## config.mk

```make
export PLATFORM = sky130hd
export DESIGN_NAME = cube_table_gen
export DESIGN_NICKNAME = d
export VERILOG_FILES = /design/src/rtl/cube_pkg.sv /design/src/rtl/cube_step.sv /design/src/rtl/cube_table_gen.sv
export SDC_FILE = /design/constraint.sdc
export NUM_CORES = 1
export LEC_CHECK = 0
export ABC_CLOCK_PERIOD_IN_PS = 2200
export CAP_MARGIN = 5
export CORE_ASPECT_RATIO = 1.2
export CORE_MARGIN = 1
export CORE_UTILIZATION = 55
export DETAILED_ROUTE_END_ITERATION = 7
export HOLD_SLACK_MARGIN = 0.03
export PLACE_DENSITY = 0.88
export SYNTH_ARGS = -nofsm -noshare
export SYNTH_HDL_FRONTEND = slang
export SYNTH_SLANG_ARGS = --single-unit
```

## constraint.sdc

```tcl
create_clock -name clk -period 2.2 [get_ports clk]
set_input_delay 0.33 -clock clk [delete_from_list [all_inputs] [get_ports clk]]
set_output_delay 0.33 -clock clk [all_outputs]
set_load 0.01 [all_outputs]
```

## src/rtl/cube_pkg.sv

```systemverilog
// Shared types and width helpers for the finite-difference cube table generator.
package cube_pkg;

  typedef enum logic [1:0] {
    IDLE,
    STEP,
    DONE
  } state_t;

  localparam logic MODE_WRAP = 1'b0;
  localparam logic MODE_SAT  = 1'b1;

  // Third difference of n^3 is constant.
  localparam int D3 = 6;

  // Wide enough that (2^(n_w+1)-1)^3 and its differences never wrap.
  function automatic int c_width(input int n_w);
    return 3 * (n_w + 1);
  endfunction

  function automatic int d_width(input int n_w);
    return 2 * (n_w + 1) + 3;
  endfunction

endpackage

```

## src/rtl/cube_step.sv

```systemverilog
// Finite-difference accumulator: walks n, n^3 and its differences, and formats the result.
module cube_step
  import cube_pkg::*;
#(
  parameter int DATA_W = 8,
  parameter int N_W    = 5
) (
  input  logic              clk,
  input  logic              rst_n,
  input  logic              init,
  input  logic              adv,
  input  logic              sat,
  input  logic [N_W-1:0]    n_first,
  output logic              emit,
  output logic              ovf,
  output logic [DATA_W-1:0] res
);

  localparam int CW = c_width(N_W);
  localparam int DW = d_width(N_W);

  logic [N_W:0]  n;
  logic [CW-1:0] c;
  logic [DW-1:0] d1;
  logic [DW-1:0] d2;

  always_ff @(posedge clk or negedge rst_n) begin
    if (!rst_n) begin
      n  <= '0;
      c  <= '0;
      d1 <= '0;
      d2 <= '0;
    end else if (init) begin
      n  <= '0;
      c  <= '0;
      d1 <= DW'(1);
      d2 <= DW'(D3);
    end else if (adv) begin
      c  <= c + CW'(d1);
      d1 <= d1 + d2;
      d2 <= d2 + DW'(D3);
      n  <= n + 1'b1;
    end
  end

  assign emit = (n >= {1'b0, n_first});
  assign ovf  = ((c >> DATA_W) != '0);
  assign res  = (sat == MODE_SAT && ovf) ? '1 : c[DATA_W-1:0];

endmodule

```

## src/rtl/cube_table_gen.sv

```systemverilog
// Streams n^3 for COUNT consecutive n to an external write port and keeps a readable local copy.
module cube_table_gen
  import cube_pkg::*;
#(
  parameter int DATA_W    = 8,
  parameter int COUNT     = 11,
  parameter int N_W       = 5,
  parameter int ADDR_W    = 5,
  parameter int BASE_ADDR = 20,
  parameter int IDX_W     = 4
) (
  input  logic              clk,
  input  logic              rst_n,
  input  logic              start,
  input  logic [N_W-1:0]    n_first,
  input  logic              sat_mode,
  output logic              busy,
  output logic              done,
  output logic              overflow,
  output logic              wr_en,
  output logic [ADDR_W-1:0] wr_addr,
  output logic [DATA_W-1:0] wr_data,
  input  logic [IDX_W-1:0]  rd_idx,
  output logic [DATA_W-1:0] rd_data
);

  localparam logic [IDX_W-1:0] LAST = IDX_W'(COUNT - 1);

  state_t              state, state_nx;
  logic [N_W-1:0]      nf_q;
  logic                sat_q;
  logic [IDX_W-1:0]    idx;
  logic [DATA_W-1:0]   mem [COUNT];
  logic                init, adv, emit, ovf, wr_go;
  logic [DATA_W-1:0]   res;

  cube_step #(
    .DATA_W (DATA_W),
    .N_W    (N_W)
  ) u_step (
    .clk     (clk),
    .rst_n   (rst_n),
    .init    (init),
    .adv     (adv),
    .sat     (sat_q),
    .n_first (nf_q),
    .emit    (emit),
    .ovf     (ovf),
    .res     (res)
  );

  always_ff @(posedge clk or negedge rst_n) begin
    if (!rst_n) state <= IDLE;
    else        state <= state_nx;
  end

  // NOTE: every always_comb output gets a default first so no path infers a latch.
  always_comb begin
    state_nx = state;
    init     = 1'b0;
    adv      = 1'b0;
    case (state)
      IDLE: if (start) begin
        init     = 1'b1;
        state_nx = STEP;
      end
      STEP: begin
        adv = 1'b1;
        if (emit && idx == LAST) state_nx = DONE;
      end
      DONE:    state_nx = IDLE;
      default: state_nx = IDLE;
    endcase
  end

  assign wr_go = (state == STEP) && emit;

  always_ff @(posedge clk or negedge rst_n) begin
    if (!rst_n) begin
      busy     <= 1'b0;
      done     <= 1'b0;
      overflow <= 1'b0;
      wr_en    <= 1'b0;
      wr_addr  <= '0;
      wr_data  <= '0;
      nf_q     <= '0;
      sat_q    <= MODE_WRAP;
      idx      <= '0;
    end else begin
      wr_en <= wr_go;
      done  <= (state == DONE);
      if (state == IDLE && start) begin
        nf_q     <= n_first;
        sat_q    <= sat_mode;
        overflow <= 1'b0;
        busy     <= 1'b1;
        idx      <= '0;
      end
      if (state == DONE) busy <= 1'b0;
      if (wr_go) begin
        wr_addr <= ADDR_W'(BASE_ADDR + int'(idx));
        wr_data <= res;
        idx     <= idx + 1'b1;
        if (ovf) overflow <= 1'b1;
      end
    end
  end

  // NOTE: the local table is flop-based and must read zero after reset, so it is reset explicitly.
  always_ff @(posedge clk or negedge rst_n) begin
    if (!rst_n) begin
      for (int k = 0; k < COUNT; k++) mem[k] <= '0;
    end else if (wr_go) begin
      mem[idx] <= res;
    end
  end

  always_comb begin
    rd_data = '0;
    if (int'(rd_idx) < COUNT) rd_data = mem[rd_idx];
  end

endmodule
```

# Word level (Yosys, flattened, before mapping)
# Cells that the tools add are included.
dict set report op_classes {
  bitwise 2
  n_addsub 6
  div 0
  mux 29
  n_eq_ne 5
  n_shift 0
  multipliers 0
  order_cmp 5
  reduce_logical 11
}
# cell n
set ops {}
lappend ops {{$bwmux W88} 1}
lappend ops {{$mux W15} 4}
lappend ops {{$mux W8} 5}
lappend ops {{$mux W18} 2}
lappend ops {{$bmux W8 S4} 1}
lappend ops {{$demux W8 S4} 1}
lappend ops {{$add A18 B15 Y18} 1}
lappend ops {{$reduce_bool A18 Y1} 1}
lappend ops {{$add A15 B15 Y15} 1}
lappend ops {{$add A15 B3 Y15 const B} 1}
lappend ops {{$mux W6} 2}
lappend ops {{$ge A5 B5 Y1 const B} 2}
lappend ops {{$not A4 Y5} 2}
lappend ops {{$mux W1} 8}
lappend ops {{$mux W4} 2}
lappend ops {{$add A6 B1 Y6 const B} 1}
lappend ops {{$ge A6 B5 Y1} 1}
lappend ops {{$reduce_bool A2 Y1} 3}
lappend ops {{$add A5 B4 Y5 const A} 1}
lappend ops {{$logic_and A1 B1 Y1} 5}
lappend ops {{$lt A5 B1 Y1 const B} 1}
lappend ops {{$add A4 B1 Y4 const B} 1}
lappend ops {{$eq A4 B4 Y1 const B} 1}
lappend ops {{$lt A4 B4 Y1 const B} 1}
lappend ops {{other kinds (7)} 9}
dict set report totals {
  in_bits 13
  latchBits 0
  rom_bits 0
  out_inout_bits 25
  memories 0
  ram_bits 0
  reg_bits 171
}

# Depth between registers and ports, before layout
# Gate-level depths: netlist of run 1.
dict set report depth {
  ltp_word 6
  mapped_depth 12
}

# Modules after synthesis
# Synthesis of run 1 repeated with hierarchy kept, for this count alone.
dict set report unflattened {
  hier_cells 840
  area_unflattened_um2 9233.9
}
# module seq_area_each_um2 n_inst cells_per_inst area_per_inst_um2
set by_module_without_submodules {}
lappend by_module_without_submodules {cube_table_gen 2927.8 1 399 5368.9}
lappend by_module_without_submodules {cube_step 1326.3 1 441 3865.0}

# Least setup slack after synthesis of run 1
# Ideal clock, no wire load.
dict set report synth_path {
  kind {register to register}
  start {register u_step.c[0]}
  end {register u_step.c[14]}
  path_stages_with_launch 10
  path_buffers 0
  t_arrival_ns 2.224
  setup_time_ns 0.129
  setup_slack_ns -0.153
  t_required_ns 2.071
  path_cell_list {dfrtp_1 ha_1 fa_1 a21o_1 a221oi_2 o221ai_2 a21o_1 o21ai_1 xor2_1 o21ai_1}
}
dict set report synth_via {
  elab_chain_len 3
}
# item line_no
set synth_rtl {}
lappend synth_rtl {{start, declared} cube_step.sv:23} ;# logic [CW-1:0] c;
lappend synth_rtl {{start signal, assigned} cube_step.sv:39} ;# c <= c + CW'(d1);
lappend synth_rtl {{$add A18 B15 Y18} cube_step.sv:39}
lappend synth_rtl {{$mux W18} cube_step.sv:38} ;# end else if (adv) begin
lappend synth_rtl {{$mux W18} cube_step.sv:33} ;# end else if (init) begin
# Every way passes these cells. The select of a mux whose other input is x is not followed.
# A chain may end at the register's enable or synchronous reset.

# Worst setup path after layout of run 1
dict set report layout_path {
  start {register u_step.d1[0]}
  end {register u_step.c[8]}
}
dict set report layout_via {
  elab_chain_len 3
}
# item line_no
set layout_rtl {}
lappend layout_rtl {{start, declared} cube_step.sv:24} ;# logic [DW-1:0] d1;
lappend layout_rtl {{start signal, assigned} cube_step.sv:40} ;# d1 <= d1 + d2;
lappend layout_rtl {{$add A18 B15 Y18} cube_step.sv:39}
lappend layout_rtl {{$mux W18} cube_step.sv:38}
lappend layout_rtl {{$mux W18} cube_step.sv:33}
# Every way passes these cells. The select of a mux whose other input is x is not followed.

==> results of run 1 <==
-- report_power, final --
part / internal (µW) / switching (µW) / leakage (µW)
sequential: 4580 / 1280 / 0.00213
clock: 1600 / 1410 / 0.000285
combinational: 5260 / 6460 / 0.00266
total: 11400 / 9150 / 0.00508
-- critical path: cells and delay by family (launching register included) --
family,cells,cell delay (ns)
AO/OA/AOI/OAI,5,0.94
XOR/XNOR,1,0.27
adder cells (fa/ha/maj),2,0.51
buffers and inverters,2,0.28
flip-flops,1,0.41
-- per-stage QoR --
| step | cell area, µm² | util [%] | hold slack (ns) |
|---|---|---|---|
| final | 11290 | 74.26 | 0.4127 |
| after CTS | 10660 | 70.08 | 0.4136 |
| after global placement | 9797 | 64.43 | 0.3412 |
| after global routing | 11290 | 74.26 | 0.4557 |
| after floorplan | 8652 | - | 0.03441 |
| after detailed placement | 9797 | 64.43 | 0.3431 |
-- final timing paths --
kind                                   start           to  slack [ns]  cells after the start
worst max-delay path            u_step.d1[0]  u_step.c[8]       -0.37                     10
worst min-delay path                sat_mode        sat_q        0.41                      3
worst max register to register  u_step.d1[0]  u_step.c[8]       -0.37                     10
worst min register to register       mem[21]      mem[21]        0.49                      2
max in group asynchronous              rst_n      mem[34]        1.05                      3
min in group asynchronous              rst_n      mem[48]        0.47                      2
-- routing by layer --
metal,GRT usage [%],wire length [µm]
met5,0,0
met4,17.14,2121
met3,5.967,2397
met2,51.60,14260
met1,34.73,9639
-- what timing repair did --
action	4_1_cts	5_1_grt
endpoints found under the hold margin	56	0
pin swaps	19	18
buffers inserted	9	17
hold buffers	1	0
cloned	2	8
endpoints found under the setup margin	16	107
resized for setup	49	95
-- flip-flops by register name, summed over array words and instances (netlist names), 5 cells and up --
name	cells
wr_addr	5
u_step.n	6
u_step.c	18
wr_data	8
nf_q	5
mem	88
u_step.d2	14
u_step.d1	15
-- cells in the final DEF, fill, tap and decap left out, drive strengths merged, types with 3 or more instances in the layout --
cell type	n
dfrtp	170
nand2	167
o21ai	159
buf	102
ha	43
nand3	40
a21oi	40
nor2	30
clkbuf	30
inv	27
clkdlybuf4s50	26
mux2i	19
mux4	16
xor2	14
a21o	13
o31ai	9
o22ai	8
o211ai	8
nand2b	8
xnor2	7
clkinv	6
nand4	5
and3	5
nor2b	4
o21a	4
and2	4
nor3	4
nand3b	3
a211oi	3
and4	3
a221oi	3
clkdlybuf4s15	3
a21boi	3
-- final cells by class --
| type | instances | area [µm²] | share of cell area (%) |
|---|---|---|---|
| Sequential cell | 170 | 4260 | 37.73 |
| Multi-Input combinational cell | 647 | 4586 | 40.61 |
| Timing Repair Buffer | 146 | 1529 | 13.54 |
| Inverter | 20 | 80.08 | 0.7092 |
| Tap cell | 204 | 255.2 | 2.261 |
| Clock buffer | 17 | 425.4 | 3.768 |
| Clock inverter | 15 | 155.1 | 1.374 |
-- cell families after synthesis --
family,count (synthesis)
mux,36
compound gates,262
buf+inv,66
fa+ha+maj,45
flops,170
other cells,1
simple gates,282
xor+xnor,21
-- cells in the mapped netlist, types with 5 or more instances --
cell type / n
inv_1: 18
nand2_1: 167
nand2b_1: 8
buf_2: 16
xor2_1: 14
o31ai_1: 8
o211ai_1: 8
mux2i_1: 19
mux4_2: 16
clkbuf_1: 25
o22ai_1: 8
ha_1: 43
o21ai_0: 155
xnor2_1: 7
nand3_1: 38
a21oi_1: 37
dfrtp_1: 170
nand4_1: 5
a21o_1: 12
nor2_1: 30
==> run summary, run 1 <==
status: complete, but fails checks
violated checks: negative setup slack
area growth from synthesis to layout: 30.57%
mux contribution to synthesized area: 6.497%
yosys warns: 0
first-pass GRT wire length: 37140 µm
crit path max fanout: 2
PwrDens: 1823 nW/µm²
flops & latches, synth: 170
standard-cell rows: 49
Critical Path Start Type: register
initial antenna violation count: 0
Lkg Pwr: 0.005080 µW
Starting Density: 56.87%
core area: 15200 µm²
critical-path cell list: ha_4 > fa_2 > a21o_1 > a221oi_4 > buf_4 > buf_6 > o21bai_4 > a21oi_2 > xor2_1 > o21ai_1
Max Clock Freq: 389.8 MHz
die height: 139.4 µm
total gr overflow: 0
Req. time, crit path: 2.51 ns
drt via density: 6.578
Total Routing Usage GR: 30.17%
register area share after synthesis: 49.20%
Synth cell types: 60
Final Wtd Congestion: 0.8723
DIE WIDTH: 116.5 µm
post-route minimum period: 2.566 ns
max_slew headroom: 60.38%
Max Cap Violations: 0
final setup vio count: 31
ys flop type: dfrtp_1
clk buf depth: 2
final worst-path cycle share: 116.6%
Routed Antenna Nets: 0
Post-Synthesis Cells: 883
worst slack at placement: -0.5530 ns
ratio of cells with drive above 1 in the final layout: 24.93%
final WL: 28420 µm
top-level I/O count: 38
HPWL after DPL: 14870 µm
drt wl/cell: 23.32 µm
Async S/R FF share, synth: 100.0%
Post-Syn Area: 8647 µm²
Yosys top cell by area: dfrtp_1
RSZ-0062 raised after global routing: yes
Num CTS Buffers: 17
Post-Synth Simple-Gate Area: 14.51%
largest family of logic cells by synthesized area: compound AO/OA/AOI/OAI gates
Nets: 1060
syn_area_per_cell: 9.793 µm²
Placed Cells: 1150
Buffers on Ports: 37
drt drc: 0
diode count: 0
clk sinks: 170
largest net degree at the start of global routing: 62
clk_lat worst skew: 0.45 ns
Vias: 8018
Fillers: 865
number of global-route vias before repair: 7517
final hold vios: 0
CTS clock-pin slew for the worst setup and hold paths: 0.07 ns
CP Capture Type: register
critical path class: reg2reg
CTS tree: done
post-synthesis compound-gate area fraction: 17.75%
Synth area leaders: dfrtp_1 (49%), o21ai_0 (9.0%), nand2_1 (7.2%)
Post-Synth XOR/XNOR Area: 2.127%
arrival time at the worst endpoint: 2.88 ns
Tot Pwr: 20590 µW
htree depth: 4
Synth top area share: 49.20%
1st-pass router iterations: 7
CP max stage delay: 0.41 ns
Worst Clk Skew: 0.008835 ns
Synth Area in Adders: 6.685%
Non-Filler Instances: 1219
Worst Max-Slew Pin Slew: 0.5944 ns
worst vdd ir: 0.001022 V
clk root buf: clkbuf_16
die area: 16230 µm²
Final Max Tran Viols: 0
EDFF count, synth: 0
Initial DRC Count: 936
crit path max-delay cell type: dfrtp_1
final worst slack: -0.3657 ns
Hold Path Class: in2reg
post-synth net total: 941
TNS Setup: -2.222 ns
Note: power is estimated with default switching activity, not from simulation.
==> run 2: changes to the inputs <==
--- a/config.mk
+++ b/config.mk
@@ -6,13 +6,14 @@
 export NUM_CORES = 1
 export LEC_CHECK = 0
 export ABC_CLOCK_PERIOD_IN_PS = 2200
-export CAP_MARGIN = 5
+export CAP_MARGIN = 20
 export CORE_ASPECT_RATIO = 1.2
 export CORE_MARGIN = 1
 export CORE_UTILIZATION = 55
 export DETAILED_ROUTE_END_ITERATION = 7
 export HOLD_SLACK_MARGIN = 0.03
 export PLACE_DENSITY = 0.88
+export RECOVER_POWER = 50
 export SYNTH_ARGS = -nofsm -noshare
 export SYNTH_HDL_FRONTEND = slang
 export SYNTH_SLANG_ARGS = --single-unit
==> run summary, run 2 (synthesis gave the netlist of run 1 again) <==
Lkg Pwr: 0.005077 µW (about the same)
commonest non-fill, non-tap cell in the layout: dfrtp_1
crit path max-delay cell type: dfrtp_1
total gr overflow: 0 (unchanged)
largest net degree at the start of global routing: 62 (unchanged)
CP Capture Type: register
critical-path cell list: ha_4 > fa_2 > a21o_1 > a221oi_4 > buf_4 > buf_6 > o21bai_4 > a21oi_2 > xor2_1 > o21ai_1
PwrDens: 1826 nW/µm² (+0.16%)
Num CTS Buffers: 17 (unchanged)
Max Cap Violations: 1 (+1)
RSZ-0062 raised after global routing: yes
core area: 15200 µm² (unchanged)
top-level I/O count: 38 (unchanged)
Vias: 8026 (+0.10%)
area growth from synthesis to layout: 30.37%
Biggest register: mem
HPWL after DPL: 14870 µm (unchanged)
post-route minimum period: 2.597 ns (+0.03102 ns)
status: complete, but fails checks
drt wl/cell: 23.33 µm (about the same)
arrival time at the worst endpoint: 2.91 ns (+0.03 ns)
GR Util met1: 34.73% (unchanged)
1st-pass router iterations: 6 (-1)
initial antenna violation count: 0 (unchanged)
final worst-path cycle share: 118.0% (+1.4 points)
Hold Path Class: in2reg
DP Area: 9797 µm² (unchanged)
worst vdd ir: 0.001011 V (-0.99%)
max FFs per register: 88 (unchanged)
Initial DRC Count: 953 (+1.8%)
Final Wtd Congestion: 0.8723 (unchanged)
CTS clock-pin slew for the worst setup and hold paths: 0.07 ns (about the same)
biggest regs: mem (88), u_step.c (18), u_step.d1 (15)
Worst Clk Skew: 0.008678 ns (-0.0001565 ns)
clk buf depth: 2 (unchanged)
Starting Density: 56.87% (unchanged)
Routed Antenna Nets: 0 (unchanged)
diode count: 0 (unchanged)
drt via density: 6.584 (about the same)
Max Clock Freq: 385.1 MHz (-1.2%)
Reg2Reg Depth: 10 (unchanged)
CP Buf/Inv Count: 2 (unchanged)
Tot Pwr: 20590 µW (about the same)
number of global-route vias before repair: 7517 (unchanged)
CTS tree: done
Critical Path Start Type: register
clk sinks: 170 (unchanged)
M3 GR Usage: 5.967% (unchanged)
DIE WIDTH: 116.5 µm (unchanged)
violated checks: max-capacitance violations, max-slew violations, negative setup slack
Worst Max-Slew Pin Slew: 1.620 ns (+1.026 ns)
worst slack at placement: -0.5530 ns (unchanged)
Nets: 1060 (unchanged)
worst hold stages: 3 (unchanged)
design area: 11270 µm² (-0.15%)
Layout Utilization: 74.14% (-0.12 points)
CP delay by family, top: compound AO/OA/AOI/OAI gates
crit path max fanout: 2 (unchanged)
Final Max Tran Viols: 61 (+61)
ratio of cells with drive above 1 in the final layout: 24.83% (-0.099 points)
final WL: 28440 µm (about the same)
Req. time, crit path: 2.52 ns (about the same)
clk_lat worst skew: 0.45 ns (about the same)
drt drc: 0 (unchanged)
met2 usage: 51.60% (unchanged)
clk root buf: clkbuf_16
final setup vio count: 20 (-35%)
CP max stage delay: 0.42 ns (about the same)
Stages on worst setup path: 10 (unchanged)
critical path class: reg2reg
die area: 16230 µm² (unchanged)
standard-cell rows: 49 (unchanged)
commonest non-fill, non-tap cells in the layout: dfrtp_1 (165), nand2_1 (161), o21ai_0 (136)
htree depth: 4 (unchanged)
Total Routing Usage GR: 30.17% (unchanged)
Buffers on Ports: 37 (unchanged)
final hold vios: 0 (unchanged)
die height: 139.4 µm (unchanged)
final worst slack: -0.3967 ns (-0.03101 ns)
max_slew headroom: -8.012% (-68 points)
first-pass GRT wire length: 37140 µm (unchanged)
busiest grt layer: met2
==> run 2: changes by cell type in the layout (fill, tap and decap cells not counted), sizes merged <==
cell and delta:
clkbuf +2, buf -2
==> run 2: worst register-to-register path: stages, from the launching register on <==
cell and delay (ns):
dfrtp_1 0.42, ha_4 0.18, fa_2 0.33, a21o_1 0.21, a221oi_4 0.35, buf_4 0.18, buf_6 0.10, o21bai_4 0.07
a21oi_2 0.21, xor2_1 0.28, o21ai_1 0.14
==> run 2: per-stage QoR <==
| step | hold slack, ns | TNS [ns] | cells |
|---|---|---|---|
| global route | 0.4557 | -5.517 | 1219 |
| floorplan | 0.03441 | -0.2073 | 883 |
| CTS | 0.4136 | -0.3887 | 1194 |
| global placement | 0.3412 | -3.926 | 1150 |
| finish | 0.4113 | -2.255 | 1219 |
| detailed placement | 0.3431 | -4.980 | 1150 |
==> run 2: path summary, 6_finish.rpt <==
kind | endpoint | startpoint | slack, ns
max | u_step.c[8] | u_step.c[0] | -0.40
min | sat_q | sat_mode | 0.41
max reg2reg | u_step.c[8] | u_step.c[0] | -0.40
min reg2reg | mem[21] | mem[21] | 0.49
max in group asynchronous | mem[50] | rst_n | 0.26
min in group asynchronous | mem[48] | rst_n | 0.86
==> run 2: power by group <==
part / total [µW] / internal [µW] / switching (µW)
Clock: 3020 / 1600 / 1410
Sequential: 5870 / 4580 / 1290
Combinational: 11700 / 5250 / 6450
Total: 20600 / 11400 / 9150
==> run 2: area by class of cell <==
type / count / area [µm²]
clock buffers: 17 / 425.4
well taps: 204 / 255.2
inverters: 20 / 80.08
flip-flops and latches: 170 / 4260
clock inverters: 15 / 155.1
repair buffers: 146 / 1511
fillers: 869 / 3931
multi-input cells: 647 / 4586
==> run 2: layer usage <==
layer  vias up  wire, µm
met3       172      2379
met5         -         0
met2       580     14320
li1       3370         -
met4         0      1994
met1      3904      9739
==> run 2: repair_timing <==
item	4_1_cts	5_1_grt
resized for setup	49	95
buffers inserted	9	17
hold buffers	1	0
setup endpoints to repair	16	107
cloned	2	8
endpoints found under the hold margin	56	0
pin swaps	19	18
